`config.mk`:
```
export PLATFORM = sky130hd
export DESIGN_NAME = lsu_bus_ctrl
export DESIGN_NICKNAME = d
export VERILOG_FILES = /design/src/rtl/lsu_bus_ctrl.sv
export SDC_FILE = /design/constraint.sdc
export NUM_CORES = 1
export LEC_CHECK = 0
export CAP_MARGIN = 20
export CORE_MARGIN = 5
export CORE_UTILIZATION = 39
export DETAILED_ROUTE_END_ITERATION = 12
export GPL_ROUTABILITY_DRIVEN = 0
export PLACE_DENSITY = 0.77
export SYNTH_ARGS = -nofsm -noshare
export SYNTH_HDL_FRONTEND = slang
export SYNTH_SLANG_ARGS = --single-unit
```
`constraint.sdc`:
```
create_clock -name s_clk_i -period 1.5 [get_ports s_clk_i]
set_input_delay 0.3 -clock s_clk_i [delete_from_list [all_inputs] [get_ports s_clk_i]]
set_output_delay 0.3 -clock s_clk_i [all_outputs]
set_load 0.03 [all_outputs]
```
`src/rtl/lsu_bus_ctrl.sv`:
```
// Load/store unit to AHB-Lite master bridge: one outstanding transfer, no pipelining.
// Latency: accept N, NONSEQ N+1, data N+2, response pulse N+3; each wait state adds one cycle.
// Backpressure: s_ready_o low while a transfer is in flight; requests presented while not ready are ignored.
module lsu_bus_ctrl (
  input  logic        s_clk_i,
  input  logic        s_resetn_i,
  input  logic        s_req_i,
  output logic        s_ready_o,
  input  logic [31:0] s_addr_i,
  input  logic        s_write_i,
  input  logic [1:0]  s_size_i,
  input  logic [31:0] s_wdata_i,
  input  logic        s_unsigned_i,
  output logic [31:0] s_haddr_o,
  output logic        s_hwrite_o,
  output logic [2:0]  s_hsize_o,
  output logic [1:0]  s_htrans_o,
  output logic [31:0] s_hwdata_o,
  input  logic        s_hready_i,
  input  logic        s_hresp_i,
  input  logic [31:0] s_hrdata_i,
  output logic        s_resp_valid_o,
  output logic [31:0] s_rdata_o,
  output logic [1:0]  s_alignment_o,
  output logic        s_lword_o,
  output logic        s_lhalf_o,
  output logic        s_unsigned_o,
  output logic        s_berr_o,
  output logic        s_misaligned_o
);

  typedef enum logic [1:0] {ST_IDLE, ST_ADDR, ST_DATA} state_t;

  state_t      r_state;
  logic [31:0] r_haddr;
  logic        r_hwrite;
  logic [1:0]  r_size;       // normalised: 11 never stored, folded to word
  logic [31:0] r_hwdata;     // lane-replicated store data, zero for loads
  logic        r_unsigned_q; // unsigned flag of the transfer in flight
  logic        r_resp_valid;
  logic [31:0] r_rdata;
  logic [1:0]  r_alignment;
  logic        r_lword;
  logic        r_lhalf;
  logic        r_unsigned;
  logic        r_berr;
  logic        r_misaligned;

  logic        w_accept;
  logic [1:0]  w_size;
  logic        w_misaligned;
  logic [31:0] w_wdata_rep;

  // Request decode: size normalisation, alignment check and store lane replication
  always_comb begin
    w_accept     = s_req_i & s_ready_o;
    w_size       = (s_size_i == 2'b11) ? 2'b10 : s_size_i;
    w_misaligned = ((w_size == 2'b01) & s_addr_i[0]) |
                   ((w_size == 2'b10) & (s_addr_i[1:0] != 2'b00));
    case (w_size)
      2'b00:   w_wdata_rep = {4{s_wdata_i[7:0]}};
      2'b01:   w_wdata_rep = {2{s_wdata_i[15:0]}};
      default: w_wdata_rep = s_wdata_i;
    endcase
  end

  // Transfer FSM with registered bus-side and response-side outputs
  always_ff @(posedge s_clk_i or negedge s_resetn_i) begin
    if (!s_resetn_i) begin
      r_state      <= ST_IDLE;
      r_haddr      <= '0;
      r_hwrite     <= 1'b0;
      r_size       <= 2'b00;
      r_hwdata     <= '0;
      r_unsigned_q <= 1'b0;
      r_resp_valid <= 1'b0;
      r_rdata      <= '0;
      r_alignment  <= 2'b00;
      r_lword      <= 1'b0;
      r_lhalf      <= 1'b0;
      r_unsigned   <= 1'b0;
      r_berr       <= 1'b0;
      r_misaligned <= 1'b0;
    end else begin
      r_resp_valid <= 1'b0;
      r_berr       <= 1'b0;
      r_misaligned <= 1'b0;
      case (r_state)
        ST_IDLE: begin
          if (w_accept) begin
            if (w_misaligned) begin
              // Complete locally on the next cycle; the bus never sees it
              r_resp_valid <= 1'b1;
              r_misaligned <= 1'b1;
              r_rdata      <= '0;
              r_alignment  <= s_addr_i[1:0];
              r_lword      <= 1'b0;
              r_lhalf      <= 1'b0;
              r_unsigned   <= s_unsigned_i;
            end else begin
              r_haddr      <= s_addr_i;
              r_hwrite     <= s_write_i;
              r_size       <= w_size;
              r_hwdata     <= s_write_i ? w_wdata_rep : 32'h0;
              r_unsigned_q <= s_unsigned_i;
              r_state      <= ST_ADDR;
            end
          end
        end
        ST_ADDR: begin
          if (s_hready_i) r_state <= ST_DATA;
        end
        ST_DATA: begin
          // hresp is only meaningful on the hready=1 cycle of an error response
          if (s_hready_i) begin
            r_resp_valid <= 1'b1;
            r_berr       <= s_hresp_i;
            r_rdata      <= r_hwrite ? 32'h0 : s_hrdata_i;
            r_alignment  <= r_haddr[1:0];
            r_lword      <= ~r_hwrite & r_size[1];
            r_lhalf      <= ~r_hwrite & (r_size == 2'b01);
            r_unsigned   <= r_unsigned_q;
            r_state      <= ST_IDLE;
          end
        end
        default: r_state <= ST_IDLE;
      endcase
    end
  end

  // Output mapping; htrans, ready and hwdata depend only on the current state
  always_comb begin
    s_ready_o      = (r_state == ST_IDLE);
    s_htrans_o     = (r_state == ST_ADDR) ? 2'b10 : 2'b00;
    s_haddr_o      = r_haddr;
    s_hwrite_o     = r_hwrite;
    s_hsize_o      = {1'b0, r_size};
    s_hwdata_o     = (r_state == ST_DATA) ? r_hwdata : 32'h0;
    s_resp_valid_o = r_resp_valid;
    s_rdata_o      = r_rdata;
    s_alignment_o  = r_alignment;
    s_lword_o      = r_lword;
    s_lhalf_o      = r_lhalf;
    s_unsigned_o   = r_unsigned;
    s_berr_o       = r_berr;
    s_misaligned_o = r_misaligned;
  end

endmodule

```
==> results of run 1 <==
==> what timing repair did <==
item                                   CTS  global route
gates resized for setup                144            88
setup endpoints to repair              206           142
gates cloned                            13             7
hold buffers                             1             0
pin swaps                               23             4
endpoints found under the hold margin   35             0
buffers inserted                        15            12
==> stage by stage <==
stage | setup TNS, ns | std cells | setup slack (ns) | power, uW
6_report | -31.31 | 911 | -0.310 | 14500
5_1_grt | -37.05 | 911 | -0.354 | 15100
4_1_cts | -32.46 | 898 | -0.301 | 13800
3_5_place_dp | -44.73 | 853 | -0.461 | 11000
3_3_place_gp | -41.95 | 853 | -0.435 | 10800
2_1_floorplan | -2.49 | 464 | -0.0764 | 8010
==> state kept, by name, summed over array words and instances, names as in the netlist <==
| signal | flops |
|---|---|
| r_state | 2 |
| s_unsigned_o | 1 |
| s_lhalf_o | 1 |
| s_haddr_o | 32 |
| r_hwdata | 32 |
| s_alignment_o | 2 |
| s_resp_valid_o | 1 |
| s_berr_o | 1 |
| s_lword_o | 1 |
| r_size | 2 |
| s_hwrite_o | 1 |
| s_rdata_o | 32 |
| s_misaligned_o | 1 |
| r_unsigned_q | 1 |
==> cell usage in the layout, fill, tap and decap left out, types with 2 or more instances in the layout <==
cell type and count:
dfrtp_1 110, clkbuf_16 14, clkdlybuf4s50_1 100, nand2_1 44, buf_6 39, o32ai_2 32
a21oi_1 9, nand2b_1 8, inv_1 50, mux2i_1 23, and2_4 32, mux2_4 15
dlygate4sd2_1 71, buf_12 31, buf_4 28, or3b_2 8, nand4_4 2, buf_8 8
o21ai_0 8, o211ai_1 8, buf_16 6, inv_8 2, nor2_1 10, mux2_2 52
conb_1 2, inv_6 3
==> per-layer routing <==
metal / track usage [%] / vias up / wire [microns]
li1: - / 2114 / -
met1: 27.3 / 2284 / 7300
met5: 0 / - / 0
met4: 6.06 / 0 / 420
met3: 5.63 / 37 / 1350
met2: 34.8 / 213 / 9040
==> path summary, 6_finish.rpt <==
path	endpoint	from	slack [ns]	cells past startpoint
max	s_hwdata_o[3]	r_state[0]	-0.31	5
min	s_haddr_o[0]	s_addr_i[0]	0.43	2
max reg2reg	r_size[0]	r_state[0]	-0.27	8
min reg2reg	s_haddr_o[12]	s_haddr_o[12]	0.51	1
max in group asynchronous	r_hwdata[26]	s_resetn_i	0.60	3
min in group asynchronous	s_haddr_o[6]	s_resetn_i	0.52	3
==> report_power, final <==
part | leakage, uW | internal [uW] | switching, uW | total, uW
Clock | 0.000155 | 1340 | 1190 | 2530
Sequential | 0.00140 | 4040 | 673 | 4710
Combinational | 0.00295 | 3410 | 3800 | 7210
Total | 0.00451 | 8790 | 5660 | 14500
==> logic make-up (layout without fill, tap and decap cells) <==
| logic type | Yosys count | in the layout | synth area share, % |
|---|---|---|---|
| flip-flops | 110 | 110 | 52.6 |
| AND/OR/NAND/NOR | 110 | 111 | 11.3 |
| multiplexers | 91 | 91 | 19.0 |
| buffers and inverters | 88 | 358 | 7.67 |
| AO/OA/AOI/OAI | 63 | 63 | 9.39 |
| other | 1 | 2 | 0.0716 |
==> layout make-up <==
| class | instances | area, sq um |
|---|---|---|
| repair buffers | 291 | 3330 |
| inverters | 51 | 191 |
| well taps | 176 | 220 |
| clock buffers | 9 | 225 |
| flip-flops and latches | 110 | 2750 |
| fillers | 874 | 3840 |
| multi-input cells | 267 | 2550 |
| clock inverters | 7 | 87.6 |
==> flow_summary_export.csv, run 1 <==
group,metric,value,unit
outcome,status,"finished, violations left",
outcome,violations,"negative setup slack",
global_routing,grt_overflow,0,
route,drtPass1Iterations,4,
flow_run,max_cap_violations,0,
route,drtIter0Drc,228,
timing,slew_headroom,65.2,%
placement,portBuffers,213,
placement,dpl_cell_area,0.00792,sq mm
worst_setup_path,cp.required,1.20,ns
logic_synthesis,synth_top_cell_area_share,52.6,%
logic_synthesis,ys_types,29,
logic_synthesis,yosys-top-cells-area,"dfrtp_1, mux2_2, o32ai_1",
timing,fmax,553,MHz
timing,clock_skew,0.00495,ns
route,avgViaCountPerCell,5.10,
logic_synthesis,synth_ff_type,"dfrtp_1",
clock_network,htreeDepth,3,
logic_synthesis,yosys_register_bits,110,
die,die_h,126,microns
hold_path,hp-class,"input port to register",
die,core_area,0.0132,sq mm
pwr,peakVddDrop,0.825,mV
logic_synthesis,synth_cells,463,
logic_synthesis,syn_area_per_cell,11.3,sq um
layout,layout-drive-gt1-share,39.0,%
timing,worst_pin_slew,0.522,ns
die,die_w,126,microns
worst_setup_path,crit_chain,"nor2b_4 > buf_6 > buf_16 > and2_4 > buf_12",
worst_setup_path,critical_path_class,"register to output port",
placement,dp_hpwl,11.1,mm
die,top_level_ports,216,
logic_synthesis,ys_seq_area_share,52.6,%
clock_network,insertion_delay,0.35,ns
layout,final_nets,835,
global_routing,grt_max_degree,84,
worst_setup_path,cp.arrival,1.51,ns
worst_setup_path,cp_num_buf_inv,3,
worst_setup_path,crit_path_start_kind,"register",
route,ant_nets,0,
logic_synthesis,ys_top_cells_by_count,"dfrtp_1, mux2_2, inv_1",
global_routing,grt_pass1_vias,4924,
global_routing,antenna_found_initial,0,
layout,diodes,0,
logic_synthesis,synth_edf_count,0,
worst_setup_path,crit_slowest_cell,"dfrtp_1",
layout,syn2layout_area_growth,78.6,%
global_routing,grt_pass1_wl,26.6,mm
worst_setup_path,cp_slowest_stage_delay,0.42,ns
layout,final_area,0.00935,sq mm
pwr,power_density,1540,mW/mm^2
worst_setup_path,endpoint_kind,"output port",
die,die-area,0.0158,sq mm
timing,layout_setup_ws,-0.310,ns
timing,finalSetupViolCount,141,
clock_network,cts_tree,"done",
timing,finalHoldViolCount,0,
route,routed_wl,18.1,mm
timing,whs,0.434,ns
logic_synthesis,synth_area_leader_cell,"dfrtp_1",
worst_setup_path,crit_family,"flip-flops",
timing,maxSlewViolCount,0,
route,wl_per_cell,19.9,microns
logic_synthesis,yosysWarnings,0,
route,routed-via-count,4648,
pwr,p_leak,0.00451,uW
global_routing,grt_use_total,21.0,%
die,num_rows,42,
timing,rsz0062_at_grt,"yes",
clock_network,cts.clk_slew.worst_paths,0.08,ns
die,initial_utilization,39.7,%
clock_network,cts_sinks,110,
clock_network,clk_root_buffer_cell,"clkbuf_16",
worst_setup_path,cp_max_fo,8,
clock_network,cts_made_buffers,9,
layout,fin_util,70.9,%
logic_synthesis,synth_area,0.00524,sq mm
logic_synthesis,synth.most_common_cell,"dfrtp_1",
route,drc,0,
timing,fin_crit,1.81,ns
clock_network,cts_buffer_depth,2,
logic_synthesis,async_flop_share,100,%
timing,fin_crit_sh,121,%
Power figures use the tool's default switching activity.
==> run 2, diff against run 1 <==
--- a/config.mk
+++ b/config.mk
@@ -10,6 +10,7 @@
 export CORE_UTILIZATION = 39
 export DETAILED_ROUTE_END_ITERATION = 12
 export GPL_ROUTABILITY_DRIVEN = 0
+export GPL_TIMING_DRIVEN = 0
 export PLACE_DENSITY = 0.77
 export SYNTH_ARGS = -nofsm -noshare
 export SYNTH_HDL_FRONTEND = slang
==> run 2 against run 1 <==
  * The flow still finishes with violations (negative setup slack)
  * Via count down 4.3%
  * Clock skew up 0.0025 ns
  * Sequential share of layout area is 3.5 points higher
  * Die area stayed put
  * Sequential power shrank 1%
  * Critical path depth stayed put
  * Critical path type unchanged
  * Largest cell class is now registers
  * Largest power group unchanged
  * Highest routed layer unchanged
==> flow_summary_export.csv, run 2 (synthesis gave the netlist of run 1 again) <==
group,metric,value,unit
worst_setup_path,crit_family,"flip-flops",
placement,dpl_cell_area,0.00765,sq mm
placement,dp_cells,852,
die,core_area,0.0132,sq mm
clock_network,clk_root_buffer_cell,"clkbuf_16",
hold_path,hp-class,"input port to asynchronous set/reset pin",
layout,final_nets,818,
worst_setup_path,cp.arrival,1.48,ns
clock_network,insertion_delay,0.34,ns
timing,layout_setup_ws,-0.283,ns
timing,maxSlewViolCount,0,
timing,finalSetupViolCount,133,
die,initial_utilization,39.7,%
worst_setup_path,critical_path_class,"register to output port",
route,routed_wl,15.9,mm
worst_setup_path,endpoint_kind,"output port",
flow_run,max_cap_violations,0,
worst_setup_path,crit_path_start_kind,"register",
pwr,peakVddDrop,0.849,mV
layout,ff_latch_area,0.00275,sq mm
route,drc,0,
clock_network,cts.clk_slew.worst_paths,0.07,ns
die,die_w,126,microns
global_routing,grt_max_degree,63,
clock_network,cts_sinks,110,
layout,multiInputGateArea,0.00220,sq mm
outcome,status,"finished, violations left",
layout,syn2layout_area_growth,59.5,%
global_routing,grt_overflow,0,
clock_network,postCtsHoldBufs,0,
die,die-area,0.0158,sq mm
global_routing,antenna_found_initial,0,
worst_setup_path,cp.required,1.20,ns
worst_setup_path,crit_chain,"nor2b_4 > buf_12 > clkbuf_16 > and2_4 > buf_6",
timing,fmax,561,MHz
clock_network,cts_buffer_depth,2,
global_routing,grt_use_total,20.1,%
timing,worst_pin_slew,0.824,ns
worst_setup_path,cp_slowest_stage_delay,0.42,ns
placement,dp_hpwl,11.9,mm
timing,slew_headroom,45.1,%
layout,final_cell_count_no_fill,894,
route,drtPass1Iterations,4,
global_routing,grt_pass1_vias,4869,
timing,whs,0.0386,ns
worst_setup_path,cp_num_buf_inv,3,
outcome,violations,"negative setup slack",
pwr,power_density,1570,mW/mm^2
timing,fin_crit_sh,119,%
layout,fill_cells,1069,
timing,fin_crit,1.78,ns
clock_network,cts_made_buffers,9,
clock_network,htreeDepth,3,
timing,rsz0062_at_grt,"yes",
global_routing,grt_pass1_wl,25.7,mm
route,ant_nets,0,
pwr,p_leak,0.00409,uW
timing,finalHoldViolCount,0,
route,drtIter0Drc,222,
layout,fin_util,63.3,%
layout,mostFrequentLayoutCells,"dfrtp_1, clkdlybuf4s50_1, dlygate4sd2_1",
route,wl_per_cell,17.8,microns
placement,portBuffers,211,
worst_setup_path,cp_max_fo,6,
route,avgViaCountPerCell,4.98,
die,num_rows,42,
layout,final_area,0.00835,sq mm
layout,final_common_cell,"dfrtp_1",
clock_network,cts_tree,"done",
die,top_level_ports,216,
route,routed-via-count,4449,
worst_setup_path,crit_slowest_cell,"dfrtp_1",
die,die_h,126,microns
timing,clock_skew,0.00744,ns
layout,layout-drive-gt1-share,30.3,%
-- run 2: cell types whose count changed in the layout (fill, tap and decap cells not counted), sizes merged, moves of 2 or more --
cell / previous run / this run
buf: 113 / 83
clkbuf: 14 / 29
clkdlybuf4s15: 0 / 2
clkdlybuf4s50: 100 / 98
dlygate4sd2: 71 / 73
inv: 56 / 52
-- run 2: area by class of cell --
class | instances | area share, %
inverters | 51 | 2.29
plain buffers | 37 | 3.79
diodes | 1 | 0.0300
clock buffers | 11 | 3.03
well taps | 176 | 2.64
flip-flops and latches | 110 | 33.0
repair buffers | 238 | 28.2
clock inverters | 4 | 0.659
multi-input cells | 266 | 26.3
-- run 2: layer usage --
layer	GRT usage, %	share of wire [%]
met1	23.7	40
met2	34.8	50
met3	5.63	7.7
met4	7.89	2.8
met5	0	0
-- run 2: repair_timing --
item / in CTS / in global routing
gates cloned: 7 / 0
resized for setup: 398 / 12
setup endpoints to repair: 209 / 143
buffers inserted: 17 / 3
pin swaps: 30 / 2
-- run 2: report_power, final --
part / internal [uW] / switching [uW] / total (uW) / leakage, uW
Combinational: 2600 / 3430 / 6030 / 0.00254
Clock: 1390 / 1070 / 2460 / 0.000148
Sequential: 4040 / 594 / 4640 / 0.00140
-- run 2: stage by stage --
step / setup slack (ns) / setup TNS (ns) / total power, uW
CTS: -0.336 / -18.75 / 13200
detailed placement: -0.953 / -84.26 / 10700
finish: -0.283 / -18.47 / 13100
global placement: -3.93 / -509.70 / 10500
floorplan: -0.0764 / -2.49 / 8010
global route: -0.329 / -25.44 / 13800
-- run 2: worst paths after layout --
kind                                from               end  slack, ns  cells after the start
min reg2reg                s_haddr_o[23]     s_haddr_o[23]       0.49                      1
max                           r_state[0]    s_hwdata_o[13]      -0.28                      5
max in group asynchronous     s_resetn_i      r_hwdata[24]       0.74                      2
min                           s_resetn_i      s_haddr_o[7]       0.04                      1
min in group s_clk_i         s_addr_i[1]      s_haddr_o[1]       0.38                      2
max reg2reg                   r_state[0]  s_alignment_o[0]      -0.28                      4
-- run 2: worst reg2reg max path, cell delays in order (launching register included) --
cell	delay, ns
dfrtp_1	0.42
buf_4	0.17
or3b_4	0.41
o31ai_4	0.33
mux2_4	0.34
==> run 3, diff against run 2 <==
--- a/config.mk
+++ b/config.mk
@@ -7,11 +7,11 @@
 export LEC_CHECK = 0
 export CAP_MARGIN = 20
 export CORE_MARGIN = 5
-export CORE_UTILIZATION = 39
+export CORE_UTILIZATION = 40
 export DETAILED_ROUTE_END_ITERATION = 12
 export GPL_ROUTABILITY_DRIVEN = 0
 export GPL_TIMING_DRIVEN = 0
-export PLACE_DENSITY = 0.77
+export PLACE_DENSITY = 0.75
 export SYNTH_ARGS = -nofsm -noshare
 export SYNTH_HDL_FRONTEND = slang
 export SYNTH_SLANG_ARGS = --single-unit
==> constraint.sdc (replaced) <==
create_clock -name s_clk_i -period 2.1 [get_ports s_clk_i]
set_input_delay 0.42 -clock s_clk_i [delete_from_list [all_inputs] [get_ports s_clk_i]]
set_output_delay 0.42 -clock s_clk_i [all_outputs]
set_load 0.03 [all_outputs]
==> run 3 against run 2 <==
  * The flow now finishes without violations
  * Via count fell by 2.4%
  * Combinational power fell by 30%
  * Clock-buffer cell count rose by 2
  * Sequential power fell by 29%
  * Largest cell class unchanged
  * Clock power fell by 33%
  * Setup slack improved by 0.34 ns
  * Routed wire length fell by 0.33%
  * Design area fell by 6.8%
  * Register-to-register slack improved by 0.56 ns
  * Highest routed layer unchanged
==> flow_summary_export.csv, run 3 (synthesis gave the netlist of run 1 again) <==
group,metric,value,unit
die,initial_utilization,41.2,%
global_routing,grt_pass1_wl,25.5,mm
worst_setup_path,r2r_cells,5,
worst_setup_path,crit_slowest_cell,"dfrtp_1",
worst_setup_path,crit_path_start_kind,"register",
layout,final_cell_count_no_fill,865,
worst_setup_path,cp_max_fo,10,
layout,syn2layout_area_growth,48.5,%
die,num_rows,41,
global_routing,grt_use_total,20.3,%
global_routing,grt_overflow,0,
clock_network,htreeDepth,3,
die,core_area,0.0127,sq mm
worst_setup_path,endpoint_kind,"output port",
worst_setup_path,cp_slowest_stage_delay,0.42,ns
placement,dpl_cell_area,0.00758,sq mm
die,die_h,124,microns
worst_setup_path,critical_path_class,"register to output port",
timing,fin_crit_sh,97.1,%
worst_setup_path,cp.required,1.68,ns
global_routing,grt_pass1_vias,4644,
timing,fin_crit,2.04,ns
route,routed_wl,15.8,mm
layout,final_common_cell,"clkdlybuf4s50_1",
pwr,peakVddDrop,0.606,mV
flow_run,max_cap_violations,0,
route,drtPass1Iterations,6,
clock_network,cts_buffer_depth,2,
die,die_w,124,microns
global_routing,grt_max_degree,70,
pwr,power_density,1180,mW/mm^2
route,drc,0,
timing,finalSetupViolCount,0,
layout,fin_util,61.1,%
worst_setup_path,r2r_end,"s_rdata_o[12]",
layout,layout-drive-gt1-share,21.1,%
clock_network,postCtsHoldBufs,0,
timing,clock_skew,0.00549,ns
route,drtIter0Drc,239,
outcome,status,"completed",
placement,dp_hpwl,12.3,mm
clock_network,cts.clk_slew.worst_paths,0.07,ns
die,top_level_ports,216,
worst_setup_path,cp.arrival,1.62,ns
worst_setup_path,r2r_start,"r_state[0]",
route,wl_per_cell,18.3,microns
clock_network,cts_sinks,110,
layout,mostFrequentLayoutCells,"clkdlybuf4s50_1, dfrtp_1, mux2_2",
timing,fmax,490,MHz
timing,slew_headroom,40.0,%
layout,diodes,0,
timing,maxSlewViolCount,0,
die,die-area,0.0155,sq mm
hold_path,hp-class,"input port to asynchronous set/reset pin",
placement,dp_cells,848,
worst_setup_path,r2r_setup_slack,0.28,ns
timing,rsz0062_at_grt,"yes",
layout,final_nets,794,
route,routed-via-count,4342,
clock_network,clk_root_buffer_cell,"clkbuf_16",
worst_setup_path,crit_chain,"nor2b_2 > clkbuf_8 > clkbuf_4 > and2_1 > clkbuf_4",
timing,finalHoldViolCount,0,
route,ant_nets,0,
clock_network,cts_tree,"done",
placement,portBuffers,211,
global_routing,antenna_found_initial,0,
timing,worst_pin_slew,0.900,ns
clock_network,insertion_delay,0.34,ns
worst_setup_path,crit_top_cell,"clkbuf_4",
pwr,p_leak,0.00358,uW
route,avgViaCountPerCell,5.02,
clock_network,cts_made_buffers,9,
layout,final_area,0.00778,sq mm
run 3: cell count changes in the layout (fill, tap and decap cells not counted), sizes merged, moves of 8 or more:
cell,before,now
buf,83,48
dlygate4sd2,73,2
clkbuf,29,37
clkdlybuf4s50,98,176
run 3: worst max-delay path by stage:
stage,from,end,slack (ns),cells after the start
after floorplan,r_state[1],s_haddr_o[6],0.33,4
after global placement,s_resetn_i,r_hwdata[19],-3.57,1
after detailed placement,r_state[0],s_hwdata_o[13],-0.62,5
after CTS,r_state[0],s_hwdata_o[15],0.004,5
after global routing,s_size_i[1],r_hwdata[18],0.003,6
final,r_state[1],s_hwdata_o[5],0.06,5
run 3: what timing repair did:
item	CTS	global route
setup endpoints to repair	34	32
setup buffers	0	2
pin swaps	0	0
cloned	0	0
gates resized for setup	167	13
run 3: critical path: cells and delay by family (launching register included):
family,cells,cell delay (ns)
and+or+nand+nor,2,0.34
buffers and inverters,3,0.52
DFF,1,0.42
run 3: cell type report:
class	count	area, sq um
plain buffers	37	229
clock buffers	13	270
clock inverters	2	16.3
fillers	1098	4940
inverters	51	191
multi-input cells	266	2090
flip-flops and latches	110	2750
well taps	172	215
repair buffers	214	2010
run 3: metal layers:
| metal | track usage, % | share of wire (%) | vias up |
|---|---|---|---|
| met1 | 25.3 | 42 | 2136 |
| met5 | 0 | 0 | - |
| met3 | 5.92 | 7.3 | 16 |
| li1 | - | - | 2019 |
| met2 | 34.4 | 50 | 171 |
| met4 | 5.54 | 1.3 | 0 |
run 3: report_power, final:
group          internal (uW)  switching, uW  leakage (uW)
clock network            900            753      0.000138
registers               2890            419       0.00140
logic                   1860           2330       0.00205
total                   5650           3510       0.00358
run 3: metrics by stage:
| step | worst slack (ns) | TNS [ns] | hold WS [ns] | power (uW) |
|---|---|---|---|---|
| floorplan | 0.328 | 0 | 0.124 | 5690 |
| global placement | -3.57 | -410.43 | 0.469 | 7480 |
| detailed placement | -0.624 | -20.99 | 0.488 | 7610 |
| CTS | 0.00399 | 0 | 0.238 | 9230 |
| global route | 0.00251 | 0 | 0.287 | 9630 |
| finish | 0.0606 | 0 | 0.207 | 9160 |
